**config.mk**
```make
export PLATFORM = sky130hd
export DESIGN_NAME = uart_rx
export DESIGN_NICKNAME = d
export VERILOG_FILES = /design/src/rtl/uart_rx.sv
export SDC_FILE = /design/constraint.sdc
export NUM_CORES = 1
export LEC_CHECK = 0
export CORE_ASPECT_RATIO = 0.7
export CORE_MARGIN = 1.5
export CORE_UTILIZATION = 58
export DETAILED_ROUTE_END_ITERATION = 10
export DONT_BUFFER_PORTS = 1
export PLACE_DENSITY = 0.74
export SLEW_MARGIN = 0
export SYNTH_ARGS = -nofsm -noshare
export SYNTH_HDL_FRONTEND = slang
export SYNTH_SLANG_ARGS = --single-unit
export TNS_END_PERCENT = 20
```
**constraint.sdc**
```tcl
create_clock -name clk -period 2.5 [get_ports clk]
set_input_delay 0.375 -clock clk [delete_from_list [all_inputs] [get_ports clk]]
set_output_delay 0.375 -clock clk [all_outputs]
set_load 0.05 [all_outputs]
```
**src/rtl/uart_rx.sv**
```systemverilog
// 8N1 UART receiver: samples rx at mid-bit and emits each byte with a
// one-cycle valid strobe; bad stop bits give a one-cycle frame_err strobe.
module uart_rx #(
  parameter int CLK_FREQ = 100_000_000,
  parameter int BAUD     = 9600
) (
  input  logic       clk,
  input  logic       rst,
  input  logic       rx,
  output logic [7:0] data,
  output logic       valid,
  output logic       frame_err,
  output logic       busy
);

  localparam int CLKS_PER_BIT = CLK_FREQ / BAUD;
  localparam int HALF_BIT     = CLKS_PER_BIT / 2;
  localparam int CNT_W        = (CLKS_PER_BIT > 1) ? $clog2(CLKS_PER_BIT) : 1;

  localparam logic [CNT_W-1:0] CNT_LAST = CNT_W'(CLKS_PER_BIT - 1);
  localparam logic [CNT_W-1:0] CNT_HALF = CNT_W'(HALF_BIT - 1);

  typedef enum logic [2:0] {
    S_IDLE,
    S_START,
    S_DATA,
    S_STOP,
    S_BREAK
  } state_e;

  state_e           state_q, state_d;
  logic             rx_meta_q, rx_s_q;
  logic [CNT_W-1:0] cnt_q, cnt_d;
  logic [2:0]       bit_idx_q, bit_idx_d;
  logic [7:0]       shift_q, shift_d;
  logic [7:0]       data_q, data_d;
  logic             valid_q, valid_d;
  logic             ferr_q, ferr_d;

  logic cnt_at_last;
  logic cnt_at_half;

  assign cnt_at_last = (cnt_q == CNT_LAST);
  assign cnt_at_half = (cnt_q == CNT_HALF);

  // State and datapath registers; sync flops reset to the idle line level.
  always_ff @(posedge clk or negedge rst) begin
    if (!rst) begin
      rx_meta_q <= 1'b1;
      rx_s_q    <= 1'b1;
      state_q   <= S_IDLE;
      cnt_q     <= '0;
      bit_idx_q <= '0;
      shift_q   <= '0;
      data_q    <= '0;
      valid_q   <= 1'b0;
      ferr_q    <= 1'b0;
    end else begin
      rx_meta_q <= rx;
      rx_s_q    <= rx_meta_q;
      state_q   <= state_d;
      cnt_q     <= cnt_d;
      bit_idx_q <= bit_idx_d;
      shift_q   <= shift_d;
      data_q    <= data_d;
      valid_q   <= valid_d;
      ferr_q    <= ferr_d;
    end
  end

  // Next-state, counters and shift register.
  always_comb begin
    state_d   = state_q;
    cnt_d     = cnt_q;
    bit_idx_d = bit_idx_q;
    shift_d   = shift_q;

    unique case (state_q)
      S_IDLE: begin
        if (!rx_s_q) begin
          state_d = S_START;
          cnt_d   = '0;
        end
      end

      S_START: begin
        if (cnt_at_half) begin
          cnt_d = '0;
          if (!rx_s_q) begin
            state_d   = S_DATA;
            bit_idx_d = '0;
          end else begin
            state_d = S_IDLE;
          end
        end else begin
          cnt_d = cnt_q + CNT_W'(1);
        end
      end

      S_DATA: begin
        if (cnt_at_last) begin
          cnt_d     = '0;
          shift_d   = {rx_s_q, shift_q[7:1]};
          bit_idx_d = bit_idx_q + 3'd1;
          if (bit_idx_q == 3'd7) begin
            state_d = S_STOP;
          end
        end else begin
          cnt_d = cnt_q + CNT_W'(1);
        end
      end

      S_STOP: begin
        if (cnt_at_last) begin
          cnt_d   = '0;
          state_d = rx_s_q ? S_IDLE : S_BREAK;
        end else begin
          cnt_d = cnt_q + CNT_W'(1);
        end
      end

      S_BREAK: begin
        if (rx_s_q) begin
          state_d = S_IDLE;
        end
      end

      default: begin
        state_d = S_IDLE;
        cnt_d   = '0;
      end
    endcase
  end

  // Output strobes are decided here and registered, so each lasts one cycle.
  always_comb begin
    valid_d = 1'b0;
    ferr_d  = 1'b0;
    data_d  = data_q;
    busy    = (state_q != S_IDLE);

    if (state_q == S_STOP && cnt_at_last) begin
      if (rx_s_q) begin
        valid_d = 1'b1;
        data_d  = shift_q;
      end else begin
        ferr_d = 1'b1;
      end
    end
  end

  assign data      = data_q;
  assign valid     = valid_q;
  assign frame_err = ferr_q;

endmodule

```
; ---- Yosys cells after proc, flatten, opt, wreduce, memory -nomap -nowiden
; Cells that the tools add are included.
; W data, S select, Z words.
[classes]
add_sub_neg = 2
n_mul = 0
div_mod_pow = 0
n_lt_le_gt_ge = 0
n_eq_ne = 14
shifts = 0
mux = 21
n_bitwise = 1
reduce_logical = 10
[op_table]
columns = cell, n
row1 = $pmux W14 S4, 1
row2 = $mux W14, 3
row3 = $mux W3, 10
row4 = $pmux W3 S5, 1
row5 = $add A14 B1 Y14 const B, 1
row6 = $eq A14 B13 Y1 const B, 1
row7 = $eq A14 B14 Y1 const B, 1
row8 = $ne A2 B2 Y1 const B, 7
row9 = $eq A3 B2 Y1 const B, 2
row10 = $eq A3 B3 Y1 const B, 2
row11 = $pmux W3 S2, 1
row12 = $reduce_and A2 Y1, 3
row13 = $reduce_and A6 Y1, 1
row14 = $mux W1, 4
row15 = $reduce_and A4 Y1, 1
row16 = $add A3 B1 Y3 const B, 1
row17 = $eq A3 B1 Y1 const B, 1
row18 = $logic_not A3 Y1, 1
row19 = $reduce_bool A3 Y1, 1
row20 = $mux W2, 1
row21 = $reduce_bool A2 Y1, 1
row22 = $reduce_or A2 Y1, 1
row23 = $logic_and A1 B1 Y1, 1
row24 = $not A1 Y1, 1
[word_totals]
regBits = 40
latchBits = 0
ramBits = 0
rom_bits = 0
inputBits = 3
output_inout_bits = 11
n_memories = 0

; ---- Longest topological paths before layout
[depth]
word_depth = 4
ltp_mapped = 8
ltp_nobuf = 6

; ---- Least setup slack after synthesis
; OpenSTA, ideal clock, no wires.
[synth_path]
path_type = flip-flop to flip-flop
start = reg cnt_q[0]
end = reg shift_q[3]
setup_ns = 0.125
t_arrival_ns = 1.750
required_time_ns = 2.375
path_slack_ns = 0.625
path_stages_with_launch = 8
path_buffers = 2
period_less_slack_ns = 1.875
cell_sequence = dfrtp_1 > ha_1 > and3_1 > nand4_1 > or3_1 > buf_6 > buf_8 > mux2_4
[synth_between]
elab_chain_cells = 2
[synth_lines]
columns = element, line_no
row1 = "start, declared", 33  ; logic [CNT_W-1:0] cnt_q, cnt_d;
row2 = "start signal, assigned", 62  ; cnt_q <= cnt_d;
row3 = $eq A14 B14 Y1, 43  ; assign cnt_at_last = (cnt_q == CNT_LAST);
row4 = $reduce_and A2 Y1 (no source line), n/a
row5 = "end signal, assigned", 64  ; shift_q <= shift_d;
row6 = "end, declared", 35  ; logic [7:0] shift_q, shift_d;
; No other way between the ends.
; A chain may end at the register's enable or synchronous reset.

; ---- Worst setup path in the final report
[layout_path]
start = reg cnt_q[0]
end = reg state_q[0]
[layout_between]
elab_chain_cells = 3
word_cells_on_any_way = 6
cone_classes = eq/ne (5) / reduce/logical (1)
[layout_lines]
columns = element, line_no
row1 = $eq A14 B13 Y1 / $eq A14 B14 Y1 (equally long branches), "44, 43"
row2 = $ne A2 B2 Y1 (no source line), n/a
row3 = $reduce_and A6 Y1 (no source line) (*), n/a
row4 = "end signal, assigned", 61  ; state_q <= state_d;
row5 = "end, declared", 31  ; state_e state_q, state_d;
; Mark *: on every way between the ends. The rest lies on a longest branch, timed or not.

==> impl_metrics.env <==
export IMPL_status="finished, final reports clean"
export IMPL_drive_gt1_share_pct=17.7
export IMPL_drv_slew=0
export IMPL_start_util_pct=61.2
export IMPL_combPwrFrac_pct=1.4
export IMPL_hpwl_um=2530
export IMPL_gp_congestion=0.855
export IMPL_first_global_vias=1320
export IMPL_grt_pass1_wl_um=6110
export IMPL_pwr_share_clk_pct=43.3
export IMPL_synthAdderAreaFrac_pct=1.95
export IMPL_finalCritPeriodShare_pct=88.0
export IMPL_fin_cells=213
export IMPL_syn_avg_cell_area_um2=11.2
export IMPL_synthToLayoutAreaGrowth_pct=7.02
export IMPL_drc=0
export IMPL_powerDensity_nw_per_um2=573
export IMPL_coreArea_um2=3150
export IMPL_h_tree_depth=2
export IMPL_synth_xor_xnor_area_share_pct=1.36
export IMPL_final_util_pct=65.5
export IMPL_cts_tree="done"
export IMPL_synth_top_family_by_area="simple AND/OR/NAND/NOR gates"
export IMPL_critPathMaxFanout=12
export IMPL_synthCells=172
export IMPL_synthSimpleGateAreaFrac_pct=19.4
export IMPL_vdd_drop_max_v=0.000390
export IMPL_max_slew_margin_pct=46.3
export IMPL_hold_path_startpoint="rx"
export IMPL_synth_flop_cell="dfrtp_1"
export IMPL_layout_common_cells="dfrtp_1, o21ai_0, mux2_2"
export IMPL_final_min_clock_period_ps=2200
export IMPL_grt_setup_unrepaired="no"
export IMPL_synthesis_area_um2=1930
export IMPL_num_rows=17
export IMPL_cts_root_buf="clkbuf_8"
export IMPL_cts_sinks=40
export IMPL_dieArea_um2=3680
export IMPL_finalSetupViolCount=0
export IMPL_power_leakage_nw=0.981
export IMPL_post_cts_setup_buffer_count=0
export IMPL_drtIter0Drc=106
export IMPL_crit_type="flip-flop to flip-flop"
export IMPL_nets=180
export IMPL_diodes=0
export IMPL_yosysWarnings=0
export IMPL_clock_path_buffers=2
export IMPL_cp_data_arrival_time_ps=2410
export IMPL_cts_buffers=5
export IMPL_num_vias=1336
export IMPL_final_common_cell="dfrtp_1"
export IMPL_async_flop_share_pct=100
export IMPL_switching_power_uw=231
export IMPL_io_buffers=0
export IMPL_worst_slew_pin_slew_ps=797
export IMPL_finalHoldViolCount=0
export IMPL_clock_latency_ps=280
export IMPL_vias_per_cell=6.27
export IMPL_clk_pin_slew_ps=80
export IMPL_synth_distinct_cells=40
export IMPL_dp_cells=203
export IMPL_io_pins=14
export IMPL_cts_resized=0
export IMPL_postCtsHoldBufs=2
export IMPL_placed_area_um2=1920
export IMPL_die_h_um=51.2
export IMPL_syn_nets=178
export IMPL_drt_antenna_violating_nets=0
export IMPL_critPathLaunch="cnt_q[0]"
export IMPL_p_sw_share_pct=19.5
export IMPL_hold_ws_ps=81.8
export IMPL_grt_max_degree=41
export IMPL_wl_per_cell_um=16.8
export IMPL_antenna_found_initial=0
export IMPL_synth_edf_count=0
export IMPL_wl_um=3580
export IMPL_synth_area_mux_share_pct=10.1
export IMPL_intPower_uw=949
export IMPL_dr_pass1_iters=6
export IMPL_fmax_mhz=455
export IMPL_fin_worst_skew_ps=6.19
export IMPL_grtUsageTotal_pct=21.9
export IMPL_cp_start_kind="flip-flop"
export IMPL_worstPathRequired_ps=2710
export IMPL_seq_power_share_pct=55.2
export IMPL_synth_compound_area_share_pct=10.7
export IMPL_maxCapViolCount=0
export IMPL_fin_tns_setup_ps=0
export IMPL_ys_seq_area_share_pct=52.1
export IMPL_hp_class="input pin to flip-flop"
export IMPL_final_area_um2=2060
export IMPL_die_x_um=71.9
export IMPL_ys_seq_elements=40
export IMPL_worstSetupEndpointType="flip-flop"
export IMPL_reg2reg_from="cnt_q[0]"
export IMPL_overflow=0
per-stage QoR:
step | power, mW | worst slack [ps]
CTS | 1.19 | 329
detailed placement | 0.665 | 354
global route | 1.22 | 171
floorplan | 0.664 | 625
finish | 1.18 | 300
global placement | 0.665 | 457
layer usage:
metal / GRT usage, % / share of wire (%) / vias to the layer above
met2: 33.5 / 46 / 66
li1: - / - / 634
met1: 30.9 / 46 / 632
met5: 0 / 0 / -
met3: 6.31 / 7.1 / 4
met4: 5.97 / 0.36 / 0
registers in the layout (all words and copies together), names as in the netlist:
name,cells
rx_s_q,1
cnt_q,14
data,8
shift_q,8
bit_idx_q,3
rx_meta_q,1
frame_err,1
valid,1
state_q,3
cell usage after synthesis (2+ instances only):
| cell type | n | area, µm² |
|---|---|---|
| mux2_2 | 12 | 135 |
| dfstp_2 | 2 | 52.6 |
| a21o_1 | 2 | 15.0 |
| nand4_1 | 8 | 50.1 |
| inv_1 | 6 | 22.5 |
| nor2_1 | 9 | 33.8 |
| mux2_4 | 4 | 60.1 |
| buf_2 | 4 | 20.0 |
| dfrtp_1 | 38 | 951 |
| ha_1 | 3 | 37.5 |
| or3_1 | 4 | 25.0 |
| nor3_1 | 6 | 30.0 |
| buf_6 | 2 | 22.5 |
| a21oi_1 | 8 | 40.0 |
| and3_1 | 3 | 18.8 |
| nand3_1 | 9 | 45.0 |
| xnor2_1 | 2 | 17.5 |
| and4b_1 | 2 | 20.0 |
| nand2_1 | 5 | 18.8 |
| a22o_1 | 5 | 43.8 |
| o21ai_0 | 16 | 80.1 |
| nor3b_1 | 4 | 30.0 |
power groups by stage:
stage,clock (mW),sequential [mW],combinational [mW]
final,0.511,0.651,0.0171
after global routing,0.550,0.652,0.0202
after CTS,0.521,0.651,0.0183
after detailed placement,0,0.664,0.000692
after global placement,0,0.664,0.000758
after floorplan,0,0.664,0.000624
critical path, cell delays in order (launching register included):
cell and delay (ps):
dfrtp_1 410, ha_1 250, and4_1 210, nand4_1 230, a22o_1 430, or4_1 510
o21ai_1 80
cell type report:
cell class	count	area, µm²
Clock buffer	5	68.8
Fill cell	254	1090
Multi-Input combinational cell	118	838
Sequential cell	40	1000
Tap cell	38	47.5
Inverter	6	22.5
Timing Repair Buffer	3	37.5
Clock inverter	3	42.5
logic make-up (layout without fill, tap and decap cells):
logic type      count (synthesis)  after routing
simple gates                   61             61
flops                          40             40
compound gates                 35             35
mux                            16             16
buf+inv                        14             17
fa+ha+maj                       3              3
xor+xnor                        3              3
path summary, 6_finish.rpt:
| check | endpoint | slack, ps | depth (start not counted) |
|---|---|---|---|
| setup / recovery | state_q[0] | 300 | 6 |
| hold / removal | rx_meta_q | 80 | 0 |
| setup reg to reg | state_q[0] | 300 | 6 |
| hold reg to reg | rx_s_q | 360 | 0 |
| max in group asynchronous | rx_meta_q | 1700 | 2 |
| min in group asynchronous | shift_q[3] | 550 | 2 |
(Power assumes the default switching activity.)
